$ cat src/rtl/keypad_entry.sv
// 4x4 hex keypad front end: column scan, row synchronizer, scan-level debounce,
// one key code per press, and a four-digit shift-in entry register.
//
// state       | meaning
// ST_IDLE     | no key held, waiting for a single-key scan
// ST_DEBOUNCE | candidate key seen, counting identical scans
// ST_PRESSED  | key accepted, counting empty scans before re-arming
module keypad_entry #(
  parameter int SCAN_DIV       = 100000,
  parameter int DEBOUNCE_SCANS = 4
) (
  input  logic        clk_i,
  input  logic        rst_i,
  input  logic [3:0]  row_i,
  output logic [3:0]  col_o,
  input  logic        clr_i,
  output logic [3:0]  key_code_o,
  output logic        key_valid_o,
  output logic [15:0] entry_o
);

  localparam int CW = $clog2(SCAN_DIV);
  localparam int DW = $clog2(DEBOUNCE_SCANS + 1);
  localparam logic [CW-1:0] SCAN_LAST = CW'(SCAN_DIV - 1);
  localparam logic [DW-1:0] DB_TARGET = DW'(DEBOUNCE_SCANS);

  typedef enum logic [1:0] {ST_IDLE, ST_DEBOUNCE, ST_PRESSED} state_t;

  logic [3:0]    row_meta_q, row_sync_q;
  logic [CW-1:0] scan_cnt_q;
  logic [1:0]    col_idx_q;
  logic [3:0]    col_q;
  logic [15:0]   image_q, image_d;
  logic          scan_tc, scan_done;

  logic [4:0]    snap_hits;
  logic [3:0]    snap_code;
  logic          snap_key;

  state_t        state_q;
  logic [3:0]    cand_q;
  logic [DW-1:0] db_cnt_q, db_cnt_inc;
  logic [3:0]    key_code_q;
  logic          key_valid_q;
  logic [15:0]   entry_q;

  // Image bit {col,row} maps to the printed legend on the keypad.
  function automatic logic [3:0] code_lut(input logic [3:0] idx);
    case (idx)
      4'd0:    code_lut = 4'h1;
      4'd1:    code_lut = 4'h4;
      4'd2:    code_lut = 4'h7;
      4'd3:    code_lut = 4'h0;
      4'd4:    code_lut = 4'h2;
      4'd5:    code_lut = 4'h5;
      4'd6:    code_lut = 4'h8;
      4'd7:    code_lut = 4'hF;
      4'd8:    code_lut = 4'h3;
      4'd9:    code_lut = 4'h6;
      4'd10:   code_lut = 4'h9;
      4'd11:   code_lut = 4'hE;
      4'd12:   code_lut = 4'hA;
      4'd13:   code_lut = 4'hB;
      4'd14:   code_lut = 4'hC;
      default: code_lut = 4'hD;
    endcase
  endfunction

  always_ff @(posedge clk_i or posedge rst_i) begin
    if (rst_i) begin
      row_meta_q <= 4'hF;
      row_sync_q <= 4'hF;
    end else begin
      row_meta_q <= row_i;
      row_sync_q <= row_meta_q;
    end
  end

  assign scan_tc   = (scan_cnt_q == SCAN_LAST);
  assign scan_done = scan_tc && (col_idx_q == 2'd3);

  // Rows are active-low; the image stores 1 for a pressed key.
  always_comb begin
    image_d = image_q;
    if (scan_tc) image_d[{col_idx_q, 2'b00} +: 4] = ~row_sync_q;
  end

  always_ff @(posedge clk_i or posedge rst_i) begin
    if (rst_i) begin
      scan_cnt_q <= '0;
      col_idx_q  <= 2'd0;
      col_q      <= 4'b1110;
      image_q    <= 16'h0000;
    end else if (scan_tc) begin
      scan_cnt_q <= '0;
      col_idx_q  <= col_idx_q + 2'd1;
      col_q      <= ~(4'b0001 << (col_idx_q + 2'd1));
      image_q    <= image_d;
    end else begin
      scan_cnt_q <= scan_cnt_q + CW'(1);
    end
  end

  // The snapshot includes the column sampled on this same edge.
  always_comb begin
    snap_hits = 5'd0;
    snap_code = 4'h0;
    for (int i = 0; i < 16; i++) begin
      if (image_d[i]) begin
        snap_hits = snap_hits + 5'd1;
        snap_code = code_lut(4'(i));
      end
    end
  end

  assign snap_key   = (snap_hits == 5'd1);
  assign db_cnt_inc = db_cnt_q + DW'(1);

  always_ff @(posedge clk_i or posedge rst_i) begin
    if (rst_i) begin
      state_q     <= ST_IDLE;
      cand_q      <= 4'h0;
      db_cnt_q    <= '0;
      key_code_q  <= 4'h0;
      key_valid_q <= 1'b0;
      entry_q     <= 16'h0000;
    end else begin
      key_valid_q <= 1'b0;
      if (scan_done) begin
        case (state_q)
          ST_IDLE: begin
            if (snap_key) begin
              cand_q <= snap_code;
              if (DB_TARGET == DW'(1)) begin
                key_code_q  <= snap_code;
                key_valid_q <= 1'b1;
                entry_q     <= {entry_q[11:0], snap_code};
                db_cnt_q    <= '0;
                state_q     <= ST_PRESSED;
              end else begin
                db_cnt_q <= DW'(1);
                state_q  <= ST_DEBOUNCE;
              end
            end
          end
          ST_DEBOUNCE: begin
            if (!snap_key) begin
              state_q <= ST_IDLE;
            end else if (snap_code == cand_q) begin
              if (db_cnt_inc == DB_TARGET) begin
                key_code_q  <= snap_code;
                key_valid_q <= 1'b1;
                entry_q     <= {entry_q[11:0], snap_code};
                db_cnt_q    <= '0;
                state_q     <= ST_PRESSED;
              end else begin
                db_cnt_q <= db_cnt_inc;
              end
            end else begin
              cand_q   <= snap_code;
              db_cnt_q <= DW'(1);
            end
          end
          ST_PRESSED: begin
            if (snap_key) begin
              db_cnt_q <= '0;
            end else if (db_cnt_inc == DB_TARGET) begin
              db_cnt_q <= '0;
              state_q  <= ST_IDLE;
            end else begin
              db_cnt_q <= db_cnt_inc;
            end
          end
          default: state_q <= ST_IDLE;
        endcase
      end
      // Clear wins over a coincident shift; the key report still goes out.
      if (clr_i) entry_q <= 16'h0000;
    end
  end

  assign col_o       = col_q;
  assign key_code_o  = key_code_q;
  assign key_valid_o = key_valid_q;
  assign entry_o     = entry_q;

endmodule

$ cat config.mk
export PLATFORM = sky130hd
export DESIGN_NAME = keypad_entry
export DESIGN_NICKNAME = d
export VERILOG_FILES = /design/src/rtl/keypad_entry.sv
export SDC_FILE = /design/constraint.sdc
export NUM_CORES = 1
export LEC_CHECK = 0
export CAP_MARGIN = 40
export CELL_PAD_IN_SITES_DETAIL_PLACEMENT = 0
export CELL_PAD_IN_SITES_GLOBAL_PLACEMENT = 1
export CORE_MARGIN = 3
export CORE_UTILIZATION = 30
export CTS_CLUSTER_SIZE = 8
export DETAILED_ROUTE_END_ITERATION = 16
export HOLD_SLACK_MARGIN = 0.08
export PLACE_DENSITY_LB_ADDON = 0.08
export REMOVE_ABC_BUFFERS = 1
export SLEW_MARGIN = 20
export SYNTH_ARGS = -nofsm -noshare
export SYNTH_HDL_FRONTEND = slang
export SYNTH_SLANG_ARGS = --single-unit
$ cat constraint.sdc
create_clock -name clk_i -period 15.95 [get_ports clk_i]
set_input_delay 3.19 -clock clk_i [delete_from_list [all_inputs] [get_ports clk_i]]
set_output_delay 3.19 -clock clk_i [all_outputs]
set_load 0.05 [all_outputs]
==> results of run 1 <==
==> logic make-up (layout without fill, tap and decap cells) <==
logic type,after synthesis,after routing,synth area share [%]
AOI/OAI and AO/OA,106,106,13.0
xor gates and xnor gates,60,60,11.5
adders and majority gates,27,27,6.35
buffers and inverters,52,86,3.86
DFF,77,77,36.5
muxes,34,34,6.80
and+or+nand+nor,231,231,22.0
==> synthesized netlist by cell type, types with 3 or more instances <==
cell type / n
buf_1: 3
mux2i_1: 26
nand4_1: 13
inv_2: 5
o31a_1: 4
and2_1: 10
and3_1: 3
o21ai_0: 19
xor2_1: 18
a21oi_1: 27
clkbuf_1: 11
a211oi_1: 4
nand4b_1: 3
o21ai_1: 3
nand2b_1: 4
nor3_1: 14
a21o_1: 9
mux2_1: 6
ha_1: 27
dfstp_2: 11
a31oi_1: 4
nand3b_1: 4
nand3_1: 18
o31ai_1: 6
inv_1: 27
nor2b_1: 6
nor4_1: 7
nor2_1: 74
or3_1: 7
xnor2_1: 35
o22ai_1: 4
nand2_1: 53
a21boi_0: 5
dfrtp_1: 66
==> through the flow <==
step	util (%)	hold WS, ns	instances	area (sq um)
CTS	36.0	0.358	846	6220
finish	36.0	0.356	846	6220
floorplan	-	0.345	569	5240
detailed placement	34.2	0.349	830	5910
global route	36.0	0.359	846	6220
global placement	33.9	0.347	828	5860
==> worst paths after layout <==
check,endpoint,slack [ns],cells after the start
max,cand_q[2],2.94,56
min reg2reg,row_sync_q[3],0.36,0
max reg2reg,cand_q[2],2.94,56
max in group asynchronous,col_o[3],12.03,4
min in group asynchronous,scan_cnt_q[14],3.28,3
min,row_sync_q[3],0.36,0
==> report_power, final <==
group,total (mW),switching (mW),internal (mW)
Sequential,0.199,0.00202,0.197
Combinational,0.00851,0.00544,0.00307
Clock,0.214,0.0802,0.134
Total,0.422,0.0876,0.334
==> worst max-delay path: cells and delay by family (launching register included) <==
kind	cells	cell delay [ns]
flops	1	0.43
xor+xnor	1	0.20
simple gates	23	3.96
mux	2	0.71
buf+inv	3	0.20
compound gates	14	3.26
fa+ha+maj	13	4.10
==> per-layer routing <==
layer	GRT usage, %	wire (um)	vias to the layer above
li1	-	-	2116
met1	19.6	6660	2031
met2	20.8	5630	49
met3	2.45	384	9
met4	3.66	151	0
met5	0	0	-
==> cells in the final DEF (no fill, tap or decap), types with 10 or more instances in the layout <==
cell type and count:
mux2i_1 26, nand3_1 18, nand2_1 53, dfrtp_1 66
nor3_1 14, xor2_1 18, ha_1 27, nor2_1 74
inv_1 26, xnor2_1 35, a21oi_1 27, and2_1 10
nand4_1 13, clkdlybuf4s50_1 31, o21ai_0 19, dfstp_2 11
==> registers in the layout (all words and copies together), names as in the netlist <==
signal / flops
scan_cnt_q: 17
entry_o: 16
image_q: 16
cand_q: 4
col_o: 4
key_code_o: 4
row_meta_q: 4
row_sync_q: 4
db_cnt_q: 3
col_idx_q: 2
state_q: 2
key_valid_o: 1
==> final cells by class <==
| type | count | area (sq um) |
|---|---|---|
| multi-input cells | 458 | 3170 |
| repair buffers | 36 | 388 |
| well taps | 225 | 282 |
| inverters | 34 | 129 |
| flip-flops and latches | 77 | 1940 |
| fillers | 1777 | 11100 |
| clock buffers | 13 | 270 |
| clock inverters | 3 | 42.5 |
==> metrics.md, run 1 <==
| Metric | Value |
|---|---|
| Ys async rst share | `between 90% and 100%` |
| Crit-path slowest cell | `or4b_4` |
| Crit end category | `flop` |
| Clk buf depth | `2` |
| WL/cell | `15.2 um` |
| Post-Route WL | `around 13000 um` |
| Routed via count | `roughly 4.2k` |
| Clk slew on worst S/H paths | `approximately 0.060 ns` |
| Post-CTS setup buffers | `0` |
| GRT Total Usage | `a little over an eighth` |
| Ys Warns | `0` |
| Final worst setup slack | `between 2 and 3 ns` |
| Root buffer cell | `clkbuf_16` |
| #FFs+latches synth | `between 70 and 80` |
| Ys flop type | `dfrtp_1` |
| Input/output buffers | `31` |
| Crit-path max cell delay | `0.57 ns` |
| Largest area contributor in the netlist | `dfrtp_1` |
| Avg Inst Size Synth | `a little over 9 sq um` |
| Remaining DRCs | `0` |
| Yosys cell types | `between 70 and 80` |
| Leakage power | `2.92 nW` |
| Syn Inst Count | `about 590` |
| Peak supply drop | `slightly above 40 uV` |
| Register area share after synthesis | `a little over a third` |
| Required @ worst endpoint | `16.16 ns` |
| Setup_tns | `0 ns` |
| DRT Pass-1 Iters | `4` |
| Crit path launch type | `flop` |
| Worst Setup SP | `scan_cnt_q[12]` |
| Fin. Hold Viols | `0` |
| Part of the cycle the worst path needs | `about 80%` |
| Status | `finished clean` |
| Fin crit period | `between 10 and 15 ns` |
| Hold path startpoint | `row_meta_q[3]` |
| Crit path arrival time | `between 10 and 15 ns` |
| Post-synth top area share | `31.1%` |
| Power density cells | `67.8 nW/um^2` |
| CTS tree | `done` |
| Number of synthesized flops with an enable pin | `0` |
| Hold Path Class | `flop to flop` |
| Crit path max fanout | `9` |
| Worst slew pin tran | `between 0.8 and 0.9 ns` |
| Die area | `approximately 19000 sq um` |
| Share of cells above drive strength 1 | `about 8.7%` |
| Largest net degree at the start of global routing | `48` |
| Final number of setup-violating endpoints | `0` |
| Synthesized area | `5320 sq um` |
| Overall power | `between 0.4 and 0.5 mW` |
| Clock Sinks | `between 70 and 80` |
| Most area-consuming cells after synthesis | `dfrtp_1 (31%), ha_1 (6.4%), xnor2_1 (5.8%), dfstp_2 (5.4%), nor2_1 (5.2%)` |
| Vias per cell | `around 5` |
| Skew final | `~0.008 ns` |
| FMAX | `76.8 MHz` |
| Fin. max-slew vios | `0` |
| Synth-to-Final Area Change | `17.0%` |
| Clk_lat worst skew | `~0.33 ns` |
| Antenna diodes | `0` |
| Post-CTS Resized | `0` |
| CP most frequent cell | `ha_1` |
| Vias in the first global route | `4219` |
| Core area | `about 17000 sq um` |
| Post-DP HPWL | `roughly 9500 um` |
| MaxCap Viol Count | `0` |
| Final nets | `650` |
| Drt first-iter violations | `204` |
| H-tree Lvls | `3` |
| Initial Utilization | `30.8%` |
| Max_slew headroom | `43.4%` |
| Die H | `~140 um` |
| # IOs | `32` |
| GRT overflow | `0` |
| Core Rows | `48` |
| Global-route wire length before repair | `roughly 22000 um` |
| Post-Place Setup Slack | `about 3.0 ns` |
| Initial antenna violation count | `0` |
| Setup CP Type | `flop to flop` |
| Die width | `around 140 um` |
| Unrepaired setup endpoints after global routing | `no` |
| Number of routed nets with antenna violations | `0` |
| TritonCTS Buffers | `9` |
| R2R Path Start | `scan_cnt_q[12]` |
| Placer Congestion | `0.749` |
| Hold-fix buffers at CTS | `0` |
No activity file was read; power rests on OpenSTA's default activity.
==> run 2: changes to the inputs <==
Clock period 15.95 ns to 12.9 ns, I/O delays scaled along.
==> run 2 against run 1 <==
Net effect: worst setup slack worse by 2.2 ns; critical path type unchanged; flip-flop and latch count unchanged; via count is essentially flat; die area is the same.
==> metrics.md, run 2 (same netlist as run 1, synthesis figures left out) <==
| Metric | Value |
|---|---|
| Status | `finished clean` |
| Total area of sequential cells | `a little under 2000 sq um` |
| WP buf/inv | `3` |
| Crit-path max cell delay | `approximately 0.58 ns` |
| Initial antenna violation count | `0` |
| Setup_tns | `0 ns` |
| Routed via count | `4209` |
| Root buffer cell | `clkbuf_16` |
| Antenna diodes | `0` |
| Initial Utilization | `between 30% and 40%` |
| Final number of setup-violating endpoints | `0` |
| Clk_lat worst skew | `about 0.33 ns` |
| Switching share of power | `22.3%` |
| CP most frequent cell | `ha_1` |
| Remaining DRCs | `0` |
| Leakage power | `between 2 and 3 nW` |
| Fillers | `roughly 1.8k` |
| DRT Pass-1 Iters | `4` |
| Vias in the first global route | `roughly 4.1k` |
| WL/cell | `15.0 um` |
| Global-route wire length before repair | `21200 um` |
| Clk slew on worst S/H paths | `0.06 ns` |
| Required @ worst endpoint | `around 13 ns` |
| Peak supply drop | `roughly 68 uV` |
| Crit end category | `flop` |
| Hold Path Class | `flop to flop` |
| Max reg flops | `17` |
| Skew final | `between 0.009 and 0.01 ns` |
| Synth-to-Final Area Change | `17.7%` |
| Total net switching power | `about 0.11 mW` |
| GRT Total Usage | `approximately an eighth` |
| CTS tree | `done` |
| Post-Route WL | `around 13000 um` |
| Clk buf depth | `2` |
| Most common cell after layout, fill and taps aside | `nor2_1` |
| Layout Cells excl Fill | `between 800 and 900` |
| Core area | `between 15000 and 20000 sq um` |
| Reg power frac | `approximately half` |
| Power density cells | `approximately 79 nW/um^2` |
| Crit path max fanout | `6` |
| Part of the cycle the worst path needs | `a little over nine tenths` |
| Instance count on the critical path | `56` |
| FMAX | `~82 MHz` |
| CP top delay family | `simple AND/OR/NAND/NOR gates` |
| Max_slew headroom | `42.1%` |
| Post-Place Setup Slack | `0.226 ns` |
| Overall power | `roughly 0.49 mW` |
| Post-Place Cells | `roughly 830` |
| Combinational cell fraction of total power | `2.2%` |
| Placer Congestion | `between 0.7 and 0.8` |
| R2r worst-path depth | `56` |
| Final worst setup slack | `just over 0.7 ns` |
| Largest reg by FF count | `scan_cnt_q` |
| Crit-path slowest cell | `or4b_4` |
| MaxCap Viol Count | `0` |
| Area of the multi-input gates | `3200 sq um` |
| Input/output buffers | `31` |
| GRT overflow | `0` |
| Share of cells above drive strength 1 | `between 10% and 20%` |
| Fin crit period | `between 10 and 15 ns` |
| Clock power frac | `a little under half` |
| Cell depth of the worst hold path | `0` |
| Number of routed nets with antenna violations | `0` |
| Vias per cell | `4.93` |
| Crit path arrival time | `roughly 12 ns` |
| Post-DP HPWL | `around 9400 um` |
| Setup CP Type | `flop to flop` |
| Worst slew pin tran | `about 0.86 ns` |
| Final nets | `658` |
| # IOs | `32` |
| Largest net degree at the start of global routing | `58` |
| Fin. max-slew vios | `0` |
| TritonCTS Buffers | `9` |
| H-tree Lvls | `3` |
| P_int | `around 0.38 mW` |
| Fin. Hold Viols | `0` |
| Core Rows | `48` |
| Die area | `19400 sq um` |
| Die H | `about 140 um` |
| Clock Sinks | `between 70 and 80` |
| Drt first-iter violations | `219` |
| Die width | `about 140 um` |
| Most frequent cells in the layout | `nor2_1 (74), dfrtp_1 (66), nand2_1 (52), xnor2_1 (35), clkdlybuf4s50_1 (31)` |
| Crit path launch type | `flop` |
run 2: cell types whose count changed in the layout (fill, tap and decap cells not counted), sizes merged:
cell,delta
bufinv,-1
clkinvlp,+2
clkbuf,-2
buf,+8
clkinv,+1
run 2: worst paths after layout:
kind | start | to | slack (ns)
max | scan_cnt_q[13] | cand_q[3] | 0.70
min | row_meta_q[2] | row_sync_q[2] | 0.35
max reg2reg | scan_cnt_q[13] | cand_q[3] | 0.70
min reg2reg | row_meta_q[2] | row_sync_q[2] | 0.35
max in group asynchronous | rst_i | row_sync_q[0] | 9.50
min in group asynchronous | rst_i | scan_cnt_q[1] | 2.54
run 2: worst register-to-register path: cells and delay by family, from the launching register on:
family                     cells  cell delay, ns
adders and majority gates     13            3.86
AOI/OAI and AO/OA             14            2.54
buffers and inverters          3            0.26
muxes                          2            0.65
and+or+nand+nor               24            4.36
DFF                            1            0.41
run 2: what timing repair did:
| action | CTS | global route |
|---|---|---|
| buffers inserted | 0 | 5 |
| endpoints found under the setup margin | 0 | 30 |
| gates resized for setup | 0 | 7 |
| hold buffers | 0 | 0 |
run 2: area by class of cell:
class,instances,area share (%)
clock buffer,11,3.88
clock inverter,5,0.580
inverter,34,2.06
multi-input combinational,458,51.2
sequential,77,31.0
tap,225,4.50
timing repair buffer,44,6.80
run 2: stage by stage:
step | area [sq um] | utilization, % | hold WS, ns
finish | 6260 | 36.2 | 0.354
global placement | 5880 | 34.0 | 0.346
CTS | 6160 | 35.6 | 0.355
global route | 6260 | 36.2 | 0.362
detailed placement | 5880 | 34.0 | 0.347
floorplan | 5240 | - | 0.345
run 2: power by group through the flow:
stage / clock (mW) / sequential, mW / combinational, mW
2_1_floorplan: 0 / 0.249 / 0.00519
5_1_grt: 0.259 / 0.246 / 0.0123
6_report: 0.236 / 0.246 / 0.0107
4_1_cts: 0.246 / 0.246 / 0.0102
3_5_place_dp: 0 / 0.251 / 0.0101
3_3_place_gp: 0 / 0.251 / 0.0100
run 2: routing by layer:
layer | vias up | global-route usage, % | wire [um]
li1 | 2132 | - | -
met1 | 2004 | 18.9 | 6420
met2 | 68 | 20.6 | 5760
met3 | 5 | 2.76 | 531
met4 | 0 | 2.94 | 91
met5 | - | 0 | 0
